<file path="src/rtl/karatsuba_divider_seq_if.sv">
// Handshake bundle for karatsuba_divider_seq.
// master: operand producer / result consumer; slave: the divider.
interface karatsuba_divider_seq_if #(
   parameter int N = 32
);
   logic           in_valid;
   logic           in_ready;
   logic [2*N-1:0] dividend;
   logic [N-1:0]   divisor;
   logic           out_valid;
   logic           out_ready;
   logic [2*N-1:0] quotient;
   logic [N-1:0]   remainder;
   logic           div_by_zero;

   modport master (
      output in_valid, dividend, divisor, out_ready,
      input  in_ready, out_valid, quotient, remainder, div_by_zero
   );

   modport slave (
      input  in_valid, dividend, divisor, out_ready,
      output in_ready, out_valid, quotient, remainder, div_by_zero
   );
endinterface

</file>
<file path="src/rtl/karatsuba_divider_seq.sv">
// Sequential radix-2 restoring divider: 2N-bit dividend / N-bit divisor.
// Ports: clk, rst_n (async low), bus (slave: in/out valid-ready, operands, results).
module karatsuba_divider_seq #(
   parameter int N = 32
) (
   input logic                    clk,
   input logic                    rst_n,
   karatsuba_divider_seq_if.slave bus
);
   localparam int W  = 2 * N;
   localparam int CW = $clog2(W);
   localparam logic [CW-1:0] LAST = CW'(W - 1);

   typedef enum logic [1:0] {IDLE, CALC, DONE} state_t;

   state_t         state;
   logic [CW-1:0]  cnt;
   logic [N-1:0]   rem;
   logic [W-1:0]   q;
   logic [N-1:0]   dsr;
   logic           in_ready_r;
   logic           out_valid_r;
   logic [W-1:0]   quo_r;
   logic [N-1:0]   rem_r;
   logic           dbz_r;

   // Partial remainder stays below the divisor between steps, so only the
   // shifted value needs the extra bit, and the difference fits in N bits.
   logic [N:0]     sh;
   logic           ge;
   logic [N-1:0]   rem_n;
   logic [W-1:0]   q_n;

   always_comb begin
      sh    = {rem, q[W-1]};
      ge    = (sh >= {1'b0, dsr});
      rem_n = ge ? (sh[N-1:0] - dsr) : sh[N-1:0];
      q_n   = {q[W-2:0], ge};
   end

   always_ff @(posedge clk or negedge rst_n) begin
      if (!rst_n) begin
         state       <= IDLE;
         cnt         <= '0;
         rem         <= '0;
         q           <= '0;
         dsr         <= '0;
         in_ready_r  <= 1'b1;
         out_valid_r <= 1'b0;
         quo_r       <= '0;
         rem_r       <= '0;
         dbz_r       <= 1'b0;
      end else begin
         unique case (state)
            IDLE: begin
               if (bus.in_valid && in_ready_r) begin
                  in_ready_r <= 1'b0;
                  if (bus.divisor == '0) begin
                     quo_r       <= '1;
                     rem_r       <= '0;
                     dbz_r       <= 1'b1;
                     out_valid_r <= 1'b1;
                     state       <= DONE;
                  end else begin
                     q     <= bus.dividend;
                     dsr   <= bus.divisor;
                     rem   <= '0;
                     cnt   <= '0;
                     dbz_r <= 1'b0;
                     state <= CALC;
                  end
               end
            end
            CALC: begin
               q   <= q_n;
               rem <= rem_n;
               cnt <= cnt + CW'(1);
               if (cnt == LAST) begin
                  quo_r       <= q_n;
                  rem_r       <= rem_n;
                  out_valid_r <= 1'b1;
                  state       <= DONE;
               end
            end
            DONE: begin
               if (bus.out_ready) begin
                  out_valid_r <= 1'b0;
                  in_ready_r  <= 1'b1;
                  state       <= IDLE;
               end
            end
            default: begin
               state       <= IDLE;
               in_ready_r  <= 1'b1;
               out_valid_r <= 1'b0;
            end
         endcase
      end
   end

   assign bus.in_ready    = in_ready_r;
   assign bus.out_valid   = out_valid_r;
   assign bus.quotient    = quo_r;
   assign bus.remainder   = rem_r;
   assign bus.div_by_zero = dbz_r;
endmodule

</file>
<file path="src/flat_wrapper.sv">
// flat-port wrapper written by rule: the top's interface ports become plain ports
module karatsuba_divider_seq_flat 
#(
   parameter int N = 32
)
  (clk, rst_n, bus_in_valid, bus_dividend, bus_divisor, bus_out_ready, bus_in_ready, bus_out_valid, bus_quotient, bus_remainder, bus_div_by_zero);
  karatsuba_divider_seq_if #(.N(N)) bus_i ();
  input logic clk;
  input logic rst_n;
  input wire logic [$bits(bus_i.in_valid)-1:0] bus_in_valid;
  input wire logic [$bits(bus_i.dividend)-1:0] bus_dividend;
  input wire logic [$bits(bus_i.divisor)-1:0] bus_divisor;
  input wire logic [$bits(bus_i.out_ready)-1:0] bus_out_ready;
  output wire logic [$bits(bus_i.in_ready)-1:0] bus_in_ready;
  output wire logic [$bits(bus_i.out_valid)-1:0] bus_out_valid;
  output wire logic [$bits(bus_i.quotient)-1:0] bus_quotient;
  output wire logic [$bits(bus_i.remainder)-1:0] bus_remainder;
  output wire logic [$bits(bus_i.div_by_zero)-1:0] bus_div_by_zero;
  assign bus_i.in_valid = bus_in_valid;
  assign bus_i.dividend = bus_dividend;
  assign bus_i.divisor = bus_divisor;
  assign bus_i.out_ready = bus_out_ready;
  assign bus_in_ready = bus_i.in_ready;
  assign bus_out_valid = bus_i.out_valid;
  assign bus_quotient = bus_i.quotient;
  assign bus_remainder = bus_i.remainder;
  assign bus_div_by_zero = bus_i.div_by_zero;
  karatsuba_divider_seq #(.N(N)) u_core (.clk(clk), .rst_n(rst_n), .bus(bus_i));
endmodule
</file>
<file path="config.mk">
export PLATFORM = sky130hd
export DESIGN_NAME = karatsuba_divider_seq_flat
export DESIGN_NICKNAME = d
export VERILOG_FILES = /design/src/rtl/karatsuba_divider_seq_if.sv /design/src/rtl/karatsuba_divider_seq.sv /design/src/flat_wrapper.sv
export SDC_FILE = /design/constraint.sdc
export NUM_CORES = 1
export LEC_CHECK = 0
export ABC_AREA = 0
export CAP_MARGIN = 30
export CORE_MARGIN = 3
export CORE_UTILIZATION = 30
export CTS_CLUSTER_SIZE = 10
export DETAILED_ROUTE_END_ITERATION = 7
export PLACE_DENSITY_LB_ADDON = 0.12
export SLEW_MARGIN = 20
export SYNTH_ARGS = -nofsm -noshare
export SYNTH_HDL_FRONTEND = slang
export SYNTH_SLANG_ARGS = --single-unit
export TNS_END_PERCENT = 50
</file>
<file path="constraint.sdc">
create_clock -name clk -period 7.3 [get_ports clk]
set_input_delay 2.19 -clock clk [delete_from_list [all_inputs] [get_ports clk]]
set_output_delay 2.19 -clock clk [all_outputs]
set_load 0.01 [all_outputs]
</file>
# Word-level counts from Yosys, hierarchy flattened
# Index checks and enable logic that the tools add are counted.
[totals]
register_bits = 235
latchBits = 0
ram_bits = 0
mem_bits_ro = 0
mem_count = 0
[op_classes]
n_addsub = 2
n_mul = 0
div = 0
magnitude_cmp = 1
n_eq_ne = 8
shift = 0
muxes = 32
n_bitwise = 2
n_reduce_logical = 11
[ops]
columns = ["operator", "n"]
rows = [
  ["64-bit two-way mux", 5],
  ["64-bit one-hot mux with 2 select lines", 2],
  ["32-bit two-way mux", 6],
  ["32-bit one-hot mux with 2 select lines", 2],
  ["33-bit by 32-bit >= comparator with 1-bit output", 1],
  ["32-bit zero test", 1],
  ["32-bit subtractor", 1],
  ["6-bit two-way mux", 2],
  ["6-bit one-hot mux with 2 select lines", 1],
  ["3-bit AND reduction", 4],
  ["2-bit two-way mux", 4],
  ["4-bit AND reduction", 2],
  ["1-bit two-way mux", 7],
  ["6-bit by 1-bit adder with 6-bit output (second input constant)", 1],
  ["6-bit == test (second input constant)", 1],
  ["2-bit by 1-bit inequality test with 1-bit output (second input constant)", 3],
  ["1-bit one-hot mux with 3 select lines", 2],
  ["2-bit one-hot mux with 3 select lines", 1],
  ["2-bit inequality test (second input constant)", 2],
  ["2-bit by 1-bit == test with 1-bit output (second input constant)", 1],
  ["2-bit == test (second input constant)", 1],
  ["2-bit zero test", 1],
  ["1-bit inverter", 2],
  ["2-bit AND reduction", 1],
  ["other kinds (2)", 2],
]

# Depth between registers and ports, before layout
[depth]
depth_word = 4
ltp_mapped = 13

# Worst setup path after synthesis
# Ideal clock, no wire load.
[synth_path]
path_kind = "input to register"
start = "input port bus_divisor[24]"
end = "register u_core.dsr[0]"
setup_time_ns = 0.125
arrival_ns = 3.712
setup_slack_ns = 3.464
path_stages = 7
n_path_buf = 1
cell_sequence = "nor4_1 nand4_1 nor2_1 nor2_1 nand2_1 buf_1 mux2_2"
[synth_between]
elab_chain_len = 3
[synth_lines]
columns = ["item", "line", "text"]
rows = [
  ["from (decl)", "flat_wrapper.sv:12", "input wire logic [$bits(bus_i.divisor)-1:0] bus_divisor;"],
  ["32-bit zero test", "karatsuba_divider_seq.sv:58", "if (bus.divisor == '0) begin"],
  ["1-bit inverter (no source line)", "-", ""],
  ["3-bit AND reduction (no source line)", "-", ""],
  ["to (signal assigned)", "karatsuba_divider_seq.sv:66", "dsr <= bus.divisor;"],
  ["to (decl)", "karatsuba_divider_seq.sv:20", "logic [N-1:0] dsr;"],
]
# Every way passes these cells.
# A chain may end at the register's enable or synchronous reset.

# Worst setup path in the final report
[layout_path]
start = "input port bus_divisor[1]"
end = "register u_core.rem_r[30], in the netlist u_core.bus.remainder[30]"
[layout_between]
elab_chain_len = 3
[layout_lines]
columns = ["item", "line", "text"]
rows = [
  ["32-bit zero test", "karatsuba_divider_seq.sv:58", ""],
  ["2-bit by 1-bit inequality test with 1-bit output (no source line)", "-", ""],
  ["4-bit AND reduction (no source line)", "-", ""],
  ["to (signal assigned)", "karatsuba_divider_seq.sv:80", "rem_r <= rem_n;"],
  ["to (decl)", "karatsuba_divider_seq.sv:24", "logic [N-1:0] rem_r;"],
]
# Every way passes these cells.

==> results.yml <==
cts:
  cts_resized: 0
  cts_tree: "done"
  root_buffer: "clkbuf_16"
  htree_levels: 1
  clock_path_buffers: 3
  cts_num_sinks: 235
  clkTransAtPathRegs_ns: 0.06
  hold_buffers: 0
  cts-buffers-inserted: 29
  cts_setup_buffers: 0
  clk_latency_ns: 0.55
die:
  coreArea_sq_um: 37900
  rows: 71
  pin_count: 199
  dieArea_sq_um: 41100
  dieWidth_um: 203
  start_util_pct: 30.6
  die_h_um: 203
setup_path:
  r2r_slack_ns: 3.60
  endpoint_kind: "flip-flop"
  cpPeakStageDelay_ns: 0.61
  slowest_stage: "nor4_1"
  cp_num_buf_inv: 2
  crit_type: "primary input to flip-flop"
  start_kind: "primary input"
  cp_max_fo: 50
  cpLargestDelayFamily: "simple AND/OR/NAND/NOR gates"
  arrival_ns: 5.76
  rr_endpoint: "u_core.bus.remainder[31]"
  rr_startpoint: "u_core.rem[3]"
  path_cells: "clkdlybuf4s50_1, nor4_1, nand4_1, nor3_1, o21a_2, buf_4, and2_0, a221o_1"
  crit_required_ns: 7.79
  r2r_cells: 11
route:
  finalWirelength_um: 35400
  vias_per_cell: 4.83
  drc: 0
  wl_per_cell_um: 17.8
  first_pass_iters: 5
  ant_nets: 0
  drt_iter0_drc: 505
  vias: 9597
sta:
  fin_crit_ns: 5.27
  skew_ns: 0.00920
  slew-limit-headroom_pct: 41.4
  min_period_over_period_pct: 72.2
  tightest_slew_ns: 0.880
  setup_viol: 0
  rsz0062_at_grt: "no"
  setup-tns-final_ns: 0
  slew_violations: 0
  max_freq_mhz: 190
  hold_violations: 0
placed_design:
  dpl.cell_count: 1940
  port_buffers: 198
  gp_congestion: 0.836
  dp_hpwl_um: 23800
  place_area_sq_um: 14100
power:
  power_per_cell_area_nw_per_um2: 205
  peakVddDrop_mv: 0.167
  power.total_w: 0.00308
  p_leak_nw: 6.68
synthesis:
  synth-edff-count: 0
  synth_area_sq_um: 11600
  syn_nets: 1442
  synth_cells: 1308
  yosysSeqAreaShare_pct: 50.6
  ys_warn_count: 0
  synth_ff_type: "dfrtp_1"
  async_reset_ff_share_pct: 100
  ys_ff_latch: 235
  synth.distinct_cells: 61
  syn_avg_cell_area_sq_um: 8.89
cells_and_area:
  final_layout_size_suffix_gt1_share_pct: 6.57
  syn_to_final_growth_pct: 28.9
  finalInstanceArea_sq_um: 15000
  nNetsFinal: 1596
  fin_cells: 1987
  diodes: 0
status:
  status: "complete, no violations"
hold_path:
  whs_endpoint: "u_core.bus.quotient[29]"
  hold_class: "flip-flop to flip-flop"
  worstHoldStart: "u_core.bus.quotient[29]"
  hold_depth: 2
global_route:
  grt_pass1_wl_um: 55600
  grt-ovfl-total: 0
  grt_max_degree: 184
  grt_pass1_vias: 9497
  antenna_found_initial: 1
  grt_usage_pct: 16.8
run:
  maxCapViolCount: 0
## cells by family after synthesis
group	Yosys count	share of synthesized area [%]
compound gates	319	16.6
xor+xnor	31	2.34
fa+ha+maj	34	3.72
buf+inv	127	4.23
flops	235	50.6
mux	43	4.07
simple gates	519	18.5
## cell type report
type | count | area, sq um
inverter | 41 | 154
timing repair buffer | 209 | 2150
clock buffer | 41 | 791
multi-input combinational | 946 | 5290
sequential | 235 | 5880
tap | 511 | 639
clock inverter | 4 | 85.1
fill | 3864 | 22900
## layout by cell type, fill, tap and decap left out, types with 14 or more instances in the layout
cell             count
ha_1                33
mux2_2              34
nand4_1             15
xnor2_1             15
clkdlybuf4s50_1    197
a21o_1              21
nand3_1             14
clkbuf_16           29
o21ai_0            118
nand2_1            336
inv_1               41
a31oi_1             71
nor2_1              99
dfrtp_1            234
a21oi_1             46
xor2_1              16
o31ai_1             14
## registers in the layout, summed over array words and instances (netlist names)
signal / count
u_core.dsr: 32
u_core.bus.div_by_zero: 1
u_core.state: 2
u_core.bus.remainder: 32
u_core.bus.out_valid: 1
u_core.q: 64
u_core.rem: 32
u_core.cnt: 6
u_core.bus.in_ready: 1
u_core.bus.quotient: 64
## through the flow
stage                     hold WS [ns]  setup slack, ns  util (%)
after global placement           0.450             1.19      37.0
after detailed placement         0.454             1.26      37.0
after CTS                        0.467             1.82      39.4
after floorplan                  0.453             3.46         -
after global routing             0.478             1.69      39.5
final                            0.461             2.03      39.5
## worst min-delay path: cells and delay by family, from the launching register on
kind / cells / cell delay, ns
flip-flops: 1 / 0.34
AND/OR/NAND/NOR: 2 / 0.09
## worst max-delay path by stage
stage                     from                       end  slack (ns)  cells past startpoint
2_1_floorplan  bus_divisor[24]             u_core.dsr[0]        3.46                      7
3_3_place_gp    bus_divisor[0]   u_core.bus.quotient[13]        1.19                      8
3_5_place_dp    bus_divisor[1]  u_core.bus.remainder[30]        1.26                      8
4_1_cts         bus_divisor[1]  u_core.bus.remainder[30]        1.82                      8
5_1_grt         bus_divisor[1]   u_core.bus.quotient[16]        1.69                      8
6_report        bus_divisor[1]  u_core.bus.remainder[30]        2.03                      8
## synth_stat cells, types with 2 or more instances
library cell    n  area share [%]
nand3_1        14            0.60
a211oi_1        3            0.19
nor2_1        100             3.2
mux2i_1         9            0.78
nor2b_1        10            0.54
nand4_1        15            0.81
and3_1          4            0.22
o211ai_1        6            0.39
and2_1          3            0.16
nand2_1       336              11
or2_2           2            0.11
mux2_2         34             3.3
nor4_1         10            0.54
clkbuf_1       69             2.2
a21oi_1        46             2.0
nor3_1          7            0.30
o2111ai_1       2            0.15
o21ai_1         3            0.13
o21a_1          3            0.19
inv_1          41             1.3
a221o_1         3            0.26
xor2_1         16             1.2
buf_1           9            0.29
a21boi_0        4            0.26
dfrtp_1       234              50
o21bai_1        3            0.19
buf_4           2            0.13
o21ai_0       118             5.1
a32oi_1         6            0.45
nand2b_1       10            0.54
a21o_1         22             1.4
buf_2           6            0.26
o31ai_1        14            0.90
ha_1           33             3.6
a31oi_1        71             3.8
xnor2_1        15             1.1
## metal layers
metal	track usage (%)	vias to the layer above	wire length (um)
li1	-	4793	-
met1	24.3	4570	17000
met2	26.3	183	16000
met3	2.57	49	1590
met4	4.31	2	786
met5	0	-	20
## report_power, final
| group | leakage (nW) | internal (W) | switching, W |
|---|---|---|---|
| Sequential | 2.80 | 0.00133 | 0.0000135 |
| Clock | 0.426 | 0.000815 | 0.000553 |
| Combinational | 3.46 | 0.000150 | 0.000220 |
| Total | 6.68 | 0.00229 | 0.000787 |
No activity file was read; power rests on OpenSTA's default activity.
